==> config.mk <==
export PLATFORM = sky130hd
export DESIGN_NAME = pipeline_wb_stage_param
export DESIGN_NICKNAME = d
export VERILOG_FILES = /design/src/rtl/pipeline_wb_stage_param.sv
export SDC_FILE = /design/constraint.sdc
export NUM_CORES = 1
export LEC_CHECK = 0
export CORE_MARGIN = 1.5
export CORE_UTILIZATION = 25
export DETAILED_ROUTE_END_ITERATION = 7
export PLACE_DENSITY_LB_ADDON = 0.12
export REMOVE_ABC_BUFFERS = 1
export SLEW_MARGIN = 10
export SYNTH_ARGS = -nofsm -noshare
export SYNTH_HDL_FRONTEND = slang
export SYNTH_SLANG_ARGS = --single-unit
==> constraint.sdc <==
create_clock -name clk -period 2.5 [get_ports clk]
set_input_delay 0.25 -clock clk [delete_from_list [all_inputs] [get_ports clk]]
set_output_delay 0.25 -clock clk [all_outputs]
set_load 0.1 [all_outputs]
==> src/rtl/pipeline_wb_stage_param.sv <==
// Write-back stage register for the RV pipeline.
// Formats load data (shift, field select, sign/zero extend), selects the
// write-back source and registers the result for the regfile write port
// and forwarding unit. Also counts instructions entering WB.
module pipeline_wb_stage_param #(
  parameter int XLEN  = 64,
  parameter int PC_W  = 64,
  parameter int CNT_W = 64
) (
  input  logic                       clk,
  input  logic                       reset,
  input  logic                       stall,
  input  logic                       flush,
  input  logic                       valid_MEM,
  input  logic [1:0]                 rf_wr_sel,
  input  logic [XLEN-1:0]            alu_result_MEM,
  input  logic [XLEN-1:0]            mem_data_MEM,
  input  logic [1:0]                 mem_size_MEM,
  input  logic                       mem_unsigned_MEM,
  input  logic [$clog2(XLEN/8)-1:0]  mem_off_MEM,
  input  logic [4:0]                 rd_MEM,
  input  logic                       reg_write_MEM,
  input  logic [PC_W-1:0]            pc_MEM,
  output logic [XLEN-1:0]            write_data_WB,
  output logic [4:0]                 rd_WB,
  output logic                       reg_write_WB,
  output logic                       valid_WB,
  output logic [CNT_W-1:0]           instret
);

  localparam int OFF_W = $clog2(XLEN/8);

  logic [XLEN-1:0] shifted;
  logic [XLEN-1:0] field_mask;
  logic            field_msb;
  logic [XLEN-1:0] load_data;
  logic [PC_W-1:0] pc_plus4;
  logic [XLEN-1:0] next_data;
  logic            retire;

  // Load alignment: shift the addressed byte down, keep the field, extend.
  // The field is isolated with a mask rather than slices so that one body
  // serves both XLEN=32 and XLEN=64; with XLEN=32 a double-size load
  // collapses onto the full-word mask and bit 31, i.e. behaves as a word.
  always_comb begin
    shifted = mem_data_MEM >> {mem_off_MEM, 3'b000};
    case (mem_size_MEM)
      2'b00: begin
        field_mask = XLEN'(8'hFF);
        field_msb  = shifted[7];
      end
      2'b01: begin
        field_mask = XLEN'(16'hFFFF);
        field_msb  = shifted[15];
      end
      2'b10: begin
        field_mask = XLEN'(32'hFFFF_FFFF);
        field_msb  = shifted[31];
      end
      default: begin
        field_mask = '1;
        field_msb  = shifted[XLEN-1];
      end
    endcase
    load_data = shifted & field_mask;
    if (!mem_unsigned_MEM && field_msb) begin
      load_data = load_data | ~field_mask;
    end
  end

  // Write-back source select; pc+4 wraps at PC_W before resizing to XLEN.
  always_comb begin
    pc_plus4 = pc_MEM + PC_W'(4);
    case (rf_wr_sel)
      2'b00:   next_data = '0;
      2'b01:   next_data = XLEN'(pc_plus4);
      2'b10:   next_data = alu_result_MEM;
      default: next_data = load_data;
    endcase
  end

  assign retire = !flush && !stall && valid_MEM;

  // WB pipeline register: reset > flush > stall (hold) > load.
  always_ff @(posedge clk) begin
    if (reset || flush) begin
      write_data_WB <= '0;
      rd_WB         <= '0;
      reg_write_WB  <= 1'b0;
      valid_WB      <= 1'b0;
    end else if (!stall) begin
      write_data_WB <= next_data;
      rd_WB         <= rd_MEM;
      reg_write_WB  <= valid_MEM && reg_write_MEM && (rd_MEM != 5'd0);
      valid_WB      <= valid_MEM;
    end
  end

  // Retired-instruction counter, wraps modulo 2^CNT_W.
  always_ff @(posedge clk) begin
    if (reset) begin
      instret <= '0;
    end else if (retire) begin
      instret <= instret + CNT_W'(1);
    end
  end

  logic unused_off_w;
  assign unused_off_w = (OFF_W == 0);

endmodule

# [Word-level counts from Yosys, hierarchy flattened]
# Cells that the tools add are included.
[classes] add_sub_neg=2 eq_ne=4 shifts=1 muxes=4 bitwise_logic=3 reduce_logical=12
[ops] cell="$pmux W64 S3" count=2
[ops] cell="$add A64 B1 Y64 const B" count=1
[ops] cell="$add A64 B3 Y64 const B" count=1
[ops] cell="$and A64 B64 Y64" count=1
[ops] cell="$mux W64" count=1
[ops] cell="$not A64 Y64" count=1
[ops] cell="$or A64 B64 Y64" count=1
[ops] cell="$shr A64 B6 Y64" count=1
[ops] cell="$logic_and A1 B1 Y1" count=5
[ops] cell="$reduce_bool A5 Y1" count=1
[ops] cell="$eq A2 B1 Y1 const B" count=2
[ops] cell="$eq A2 B2 Y1 const B" count=2
[ops] cell="$logic_not A2 Y1" count=2
[ops] cell="$logic_not A1 Y1" count=3
[ops] cell="$pmux W1 S3" count=1
[ops] cell="$logic_or A1 B1 Y1" count=1
[totals] register_bits=135 in_bits=211 out_inout_bits=135 wordCells=31

# [Longest topological paths before layout]
# Gate-level depths: netlist of the first run.
[logic_depth] word_depth=6 depth_mapped=9 depth_no_buf=7

# [Worst setup path before layout of the first run]
# No wires, ideal clock.
[synth_timing] path_type="flip-flop to flip-flop" start="register instret[22]" end="register instret[62]" setup_ns=0.071 arrival_time_ns=3.175 required_time_ns=2.429 slack_ns=-0.746 stages_incl_launch_ff=9 n_path_buf=2 synth_period_minus_slack_ns=3.246 cell_sequence="dfxtp_1 -> and4_4 -> and3_1 -> buf_4 -> or4b_1 -> buf_2 -> or4_4 -> or3_1 -> a21oi_1"
[synth_between] elab_chain_len=1
[synth_lines] element="start: declaration" line="28" source="output logic [CNT_W-1:0] instret"
[synth_lines] element="start signal: assignment" line="104" source="instret <= instret + CNT_W'(1);"
[synth_lines] element="$add A64 B1 Y64" line="104"
# Every way passes these cells.
# A chain may end at the register's enable or synchronous reset.

# [Final worst setup path of the first run]
[layout_timing] start="input pc_MEM[15]" end="register write_data_WB[48]"
[layout_between] elab_chain_len=2
[layout_lines] element="start: declaration" line="23" source="input logic [PC_W-1:0] pc_MEM,"
[layout_lines] element="$add A64 B3 Y64" line="73" source="pc_plus4 = pc_MEM + PC_W'(4);"
[layout_lines] element="$pmux W64 S3" line="74" source="case (rf_wr_sel)"
[layout_lines] element="end signal: assignment" line="92" source="write_data_WB <= next_data;"
[layout_lines] element="end: declaration" line="24" source="output logic [XLEN-1:0] write_data_WB,"
# Every way passes these cells.

==> results of run 1 <==
worst max-delay path: stages:
cell	delay [ns]
clkdlybuf4s50_1	0.48
nand4_1	0.14
buf_4	0.17
nor4_2	0.48
buf_4	0.22
nand2_1	0.19
buf_4	0.24
o31a_1	0.29
o21ai_0	0.22
a31oi_1	0.11
kinds of logic (layout without fill, tap and decap cells):
group                      count (synthesis)  after routing  synth area share
AOI/OAI and AO/OA                        341            341            0.2187
other                                      0              5                 0
adders and majority gates                  2              2          0.002538
buffers and inverters                    129            627           0.05116
DFF                                      135            135            0.2742
xor gates and xnor gates                  82             82           0.07286
and+or+nand+nor                          513            513            0.2708
muxes                                     91             91            0.1098
layout make-up:
type / count / area share
antenna: 5 / 0.0008034
clock inverter: 11 / 0.007391
multi-input combinational: 1029 / 0.4297
tap: 518 / 0.04162
sequential: 135 / 0.1735
clock buffer: 21 / 0.02957
inverter: 24 / 0.005785
timing repair buffer: 571 / 0.3116
flip-flops by register name, summed over array words and instances (netlist names):
register and count:
instret 64, rd_WB 5, reg_write_WB 1, valid_WB 1
write_data_WB 64
worst paths after layout:
kind	slack (ns)	cells past startpoint	start	end
worst max-delay path	0.05	10	pc_MEM[15]	write_data_WB[48]
worst min-delay path	0.11	2	reset	instret[3]
worst max register to register	0.12	6	instret[25]	instret[62]
worst min register to register	0.44	2	write_data_WB[57]	write_data_WB[57]
what timing repair did:
item | CTS | global route
buffers inserted | 0 | 1
endpoints found under the setup margin | 0 | 6
gates resized for setup | 0 | 5
placed cells by master, fill, tap and decap left out, types with 12 or more instances in the layout:
cell / count
xor2_1: 22
mux2_2: 17
a221oi_1: 25
nand3_1: 59
a21oi_1: 90
clkbuf_16: 17
clkdlybuf4s50_1: 205
and2_1: 15
or3_1: 19
nor2b_1: 19
nand2_1: 97
o221ai_1: 20
xnor2_1: 60
o211ai_1: 18
o21ai_0: 109
a31oi_1: 14
nand4_1: 50
buf_4: 357
and3_1: 32
mux2i_1: 62
inv_1: 24
nor3_1: 23
nor2_1: 115
dfxtp_1: 135
nor4_1: 28
mux4_2: 12
per-layer routing:
layer | global-route usage | wire length, microns | up-vias
met5 | 0 | 25 | -
met4 | 0.07303 | 1079 | 4
met3 | 0.05507 | 3658 | 59
met2 | 0.3936 | 23370 | 499
met1 | 0.3162 | 22020 | 5761
li1 | - | - | 5808
power groups by stage:
stage          clock (mW)  combinational (mW)  sequential (mW)
3_5_place_dp            0                1.85             2.28
5_1_grt              2.72                1.96             2.23
2_1_floorplan           0               0.476             2.60
6_report             2.57                1.86             2.23
4_1_cts              2.63                1.86             2.23
3_3_place_gp            0                1.85             2.28
==> results.yml, run 1 <==
cts:
  numCtsBuffers: 17
  cts_tree: "built"
  cts_buffer_depth: 2
  htree_levels: 4
  ctsHoldBuffers: 0
  path_clk_slew_ns: 0.07
  clock_latency_ns: 0.45
  clock-root-buffer: "clkbuf_16"
  cts.sink_count: 135
floorplan:
  start_util: 0.2545
  die_h_microns: 201.6
  chipWidth_microns: 201.6
  core_sq_mm: 0.03874
  ios: 346
  dieArea_sq_mm: 0.04063
  row_count: 72
timing:
  finalSetupTns_ns: 0
  skew_ns: 0.009673
  maxSlewViolCount: 0
  setup_viol: 0
  hold_violations: 0
  rsz0062_at_grt: "no"
  fin_ws_ns: 0.04581
  min_period_ns: 2.454
  period_share: 0.9817
  whs_ns: 0.1100
  fmax_mhz: 407.5
  slew_headroom: 0.5387
  max_slew.worst_pin.slew_ns: 0.6920
synth:
  avgSynthCellArea_sq_um: 7.623
  synthDistinctLibCells: 68
  ys_top_cells_by_area: "dfxtp_1, mux2i_1, o21ai_0"
  synth_ff_type: "dfxtp_1"
  ys_seq_area_frac: 0.2742
  synth_seq_cells: 135
  yosysMostFrequentCell: "dfxtp_1"
  synthesis.area_sq_mm: 0.009857
  synth_common_cells: "dfxtp_1, nor2_1, o21ai_0"
  synth_edf_count: 0
  synthCells: 1293
  ys_warn_count: 0
  async_flop_share: 0
  synth_area_leader_cell: "dfxtp_1"
  synth_top_area_frac: 0.2742
route:
  drt_iter0_drc: 933
  totalWireLength_microns: 50150
  antenna_left: 0
  via_per_inst: 5.242
  wl_per_cell_microns: 21.67
  vias: 12130
  firstDrtPassIters: 6
  remaining_drc_errors: 0
final_layout:
  final_util: 0.4020
  fillCellCount: 4051
  multiInputGateArea_sq_mm: 0.006693
  syn2layout_area_growth_pct: 58.00
  fin_cells: 2314
  seq_area_sq_mm: 0.002703
  fin_area_sq_mm: 0.01557
  layout-drive-gt1-share: 0.2513
  nNetsFinal: 1991
placed_design:
  dpl_cell_area_sq_mm: 0.01496
  gp_congestion: 0.8790
  post-place-ws_ns: -0.3622
  io_buffers: 345
  hpwl_microns: 40770
  dp.cells: 2276
grt:
  grt_max_degree: 60
  antenna_found_initial: 7
  globalRouteOverflowTotal: 0
  grt_pass1_wl_microns: 73350
  track_usage: 0.2415
  grt_pass1_vias: 11830
power:
  comb_power_share: 0.280
  clockPowerShare: 0.385
  p_int_mw: 4.422
  swShare: 0.3360
  seqPwrFrac: 0.335
  power_density_mw_per_mm2: 427.7
  p_total_mw: 6.661
  power.switching_mw: 2.238
  ir_drop_uv: 327.1
  p_leak_nw: 6.054
flow_run:
  maxCapViolCount: 0
critical_path:
  worst_setup_path_end_kind: "flip-flop"
  cp_data_required_time_ns: 2.83
  cp-start-kind: "primary input"
  critPathKind: "in2reg"
  cp.arrival_ns: 2.78
  crit_fanout: 6
status:
  status: "completed"
hold_path:
  min_path_type: "in2reg"
(Power assumes the default switching activity.)
==> inputs of run 2 (changes only) <==
--- a/config.mk
+++ b/config.mk
@@ -6,7 +6,7 @@
 export NUM_CORES = 1
 export LEC_CHECK = 0
 export CORE_MARGIN = 1.5
-export CORE_UTILIZATION = 25
+export CORE_UTILIZATION = 42
 export DETAILED_ROUTE_END_ITERATION = 7
 export PLACE_DENSITY_LB_ADDON = 0.12
 export REMOVE_ABC_BUFFERS = 1
==> constraint.sdc (replaced) <==
create_clock -name clk -period 2.5 [get_ports clk]
set_input_delay 0.5 -clock clk [delete_from_list [all_inputs] [get_ports clk]]
set_output_delay 0.5 -clock clk [all_outputs]
set_load 0.1 [all_outputs]
==> run 2 against run 1 <==
The run now ends with setup timing left. Cell count down 8.0%. Critical path depth is 1 lower. Worst setup slack lost 0.057 ns. Combinational power increased by 2%.
==> results.yml, run 2 (same netlist as run 1, synthesis figures left out) <==
cts:
  path_clk_slew_ns: 0.07
  clock_latency_ns: 0.43
  htree_levels: 4
  ctsHoldBuffers: 0
  cts_buffer_depth: 2
  clock-root-buffer: "clkbuf_16"
  cts_tree: "built"
  cts.sink_count: 135
  numCtsBuffers: 17
power:
  clockPowerShare: 0.400
  seqPwrFrac: 0.324
  power.switching_mw: 2.331
  swShare: 0.3390
  ir_drop_uv: 385.3
  power_density_mw_per_mm2: 436.6
  comb_power_share: 0.276
  p_leak_nw: 6.345
  p_total_mw: 6.878
  p_int_mw: 4.547
critical_path:
  cp_data_required_time_ns: 2.81
  r2r_setup_slack_ns: 0.11
  rr_worst_depth: 6
  worst_setup_path_end_kind: "flip-flop"
  critPathKind: "in2reg"
  cp-start-kind: "primary input"
  cp.arrival_ns: 2.82
  crit_fanout: 6
grt:
  grt_max_degree: 40
  grt_pass1_vias: 12270
  track_usage: 0.3671
  antenna_found_initial: 3
  grt_pass1_wl_microns: 68580
  globalRouteOverflowTotal: 0
floorplan:
  row_count: 55
  core_sq_mm: 0.02285
  chipWidth_microns: 156.2
  ios: 346
  dieArea_sq_mm: 0.02440
  die_h_microns: 156.2
  start_util: 0.4314
route:
  firstDrtPassIters: 6
  antenna_left: 0
  vias: 12770
  remaining_drc_errors: 0
  wl_per_cell_microns: 21.61
  wl_met1_microns: 17950
  wl_met3_microns: 4167
  highest_layer: "met5"
  drt_iter0_drc: 1209
  totalWireLength_microns: 46020
  via_per_inst: 5.997
  wl_met2_microns: 21480
timing:
  skew_ns: 0.008881
  slew_headroom: 0.5928
  period_share: 1.005
  hold_violations: 0
  rsz0062_at_grt: "yes"
  fin_ws_ns: -0.01149
  maxSlewViolCount: 0
  setup_viol: 1
  max_slew.worst_pin.slew_ns: 0.6109
  min_period_ns: 2.511
  fmax_mhz: 398.2
placed_design:
  io_buffers: 345
  dpl_cell_area_sq_mm: 0.01488
  gp_congestion: 0.9865
  post-place-ws_ns: -0.6137
  hpwl_microns: 35760
final_layout:
  nNetsFinal: 2015
  top_regs: "instret (64), write_data_WB (64), rd_WB (5)"
  layout-drive-gt1-share: 0.2749
  mostFrequentLayoutCell: "buf_4"
  seq_area_sq_mm: 0.002704
  multiInputGateArea_sq_mm: 0.006838
  fillCellCount: 1979
  syn2layout_area_growth_pct: 59.84
  final_util: 0.6896
  fin_area_sq_mm: 0.01576
  final_cell_mix: "buf_4, clkdlybuf4s50_1, dfxtp_1, nor2_1, o21ai_0"
hold_path:
  hold-path-cell-count: 2
  min_path_type: "in2reg"
status:
  violations: "setup timing"
  status: "finished with violations"
flow_run:
  maxCapViolCount: 0
run 2: through the flow:
stage	instances	TNS [ns]	hold slack, ns
floorplan	1188	-22.47	0.5691
global placement	2089	-25.88	0.4271
detailed placement	2089	-29.43	0.4301
CTS	2123	0	0.3791
global route	2129	-0.08986	0.4043
finish	2130	-0.01149	0.4001
run 2: final cells by class:
| class | count | share of cell area |
|---|---|---|
| Multi-Input combinational cell | 1029 | 0.4340 |
| Tap cell | 313 | 0.02486 |
| Inverter | 24 | 0.005718 |
| Clock inverter | 15 | 0.01271 |
| Clock buffer | 17 | 0.02700 |
| Sequential cell | 135 | 0.1716 |
| Antenna cell | 2 | 0.0003177 |
| Timing Repair Buffer | 595 | 0.3238 |
run 2: metal layers:
metal | track usage | vias to the layer above
li1 | - | 5847
met1 | 0.4483 | 6034
met2 | 0.6106 | 738
met3 | 0.06972 | 152
met4 | 0.1964 | 2
met5 | 0 | -
run 2: critical path, stage by stage:
cell and delay (ns):
clkdlybuf4s50_1 0.49, nand4_1 0.21, buf_6 0.21, nor4_4 0.24, buf_4 0.19, nand2_2 0.13
o311a_1 0.36, a2111oi_0 0.37, a21oi_1 0.11
run 2: repair_timing:
action	4_1_cts	5_1_grt
gates resized for setup	9	37
pin swaps	0	9
cloned	0	0
buffers inserted	2	5
endpoints found under the setup margin	18	41
run 2: worst paths after layout:
path / startpoint / end
max reg2reg: instret[25] / instret[54]
min reg2reg: write_data_WB[57] / write_data_WB[57]
min: reset / instret[39]
max: pc_MEM[12] / write_data_WB[45]
run 2: power groups by stage:
stage	logic [mW]	clock network (mW)	registers (mW)
floorplan	0.476	0	2.60
global placement	1.84	0	2.27
detailed placement	1.84	0	2.27
CTS	1.85	2.77	2.23
global route	1.98	2.85	2.23
finish	1.90	2.75	2.23
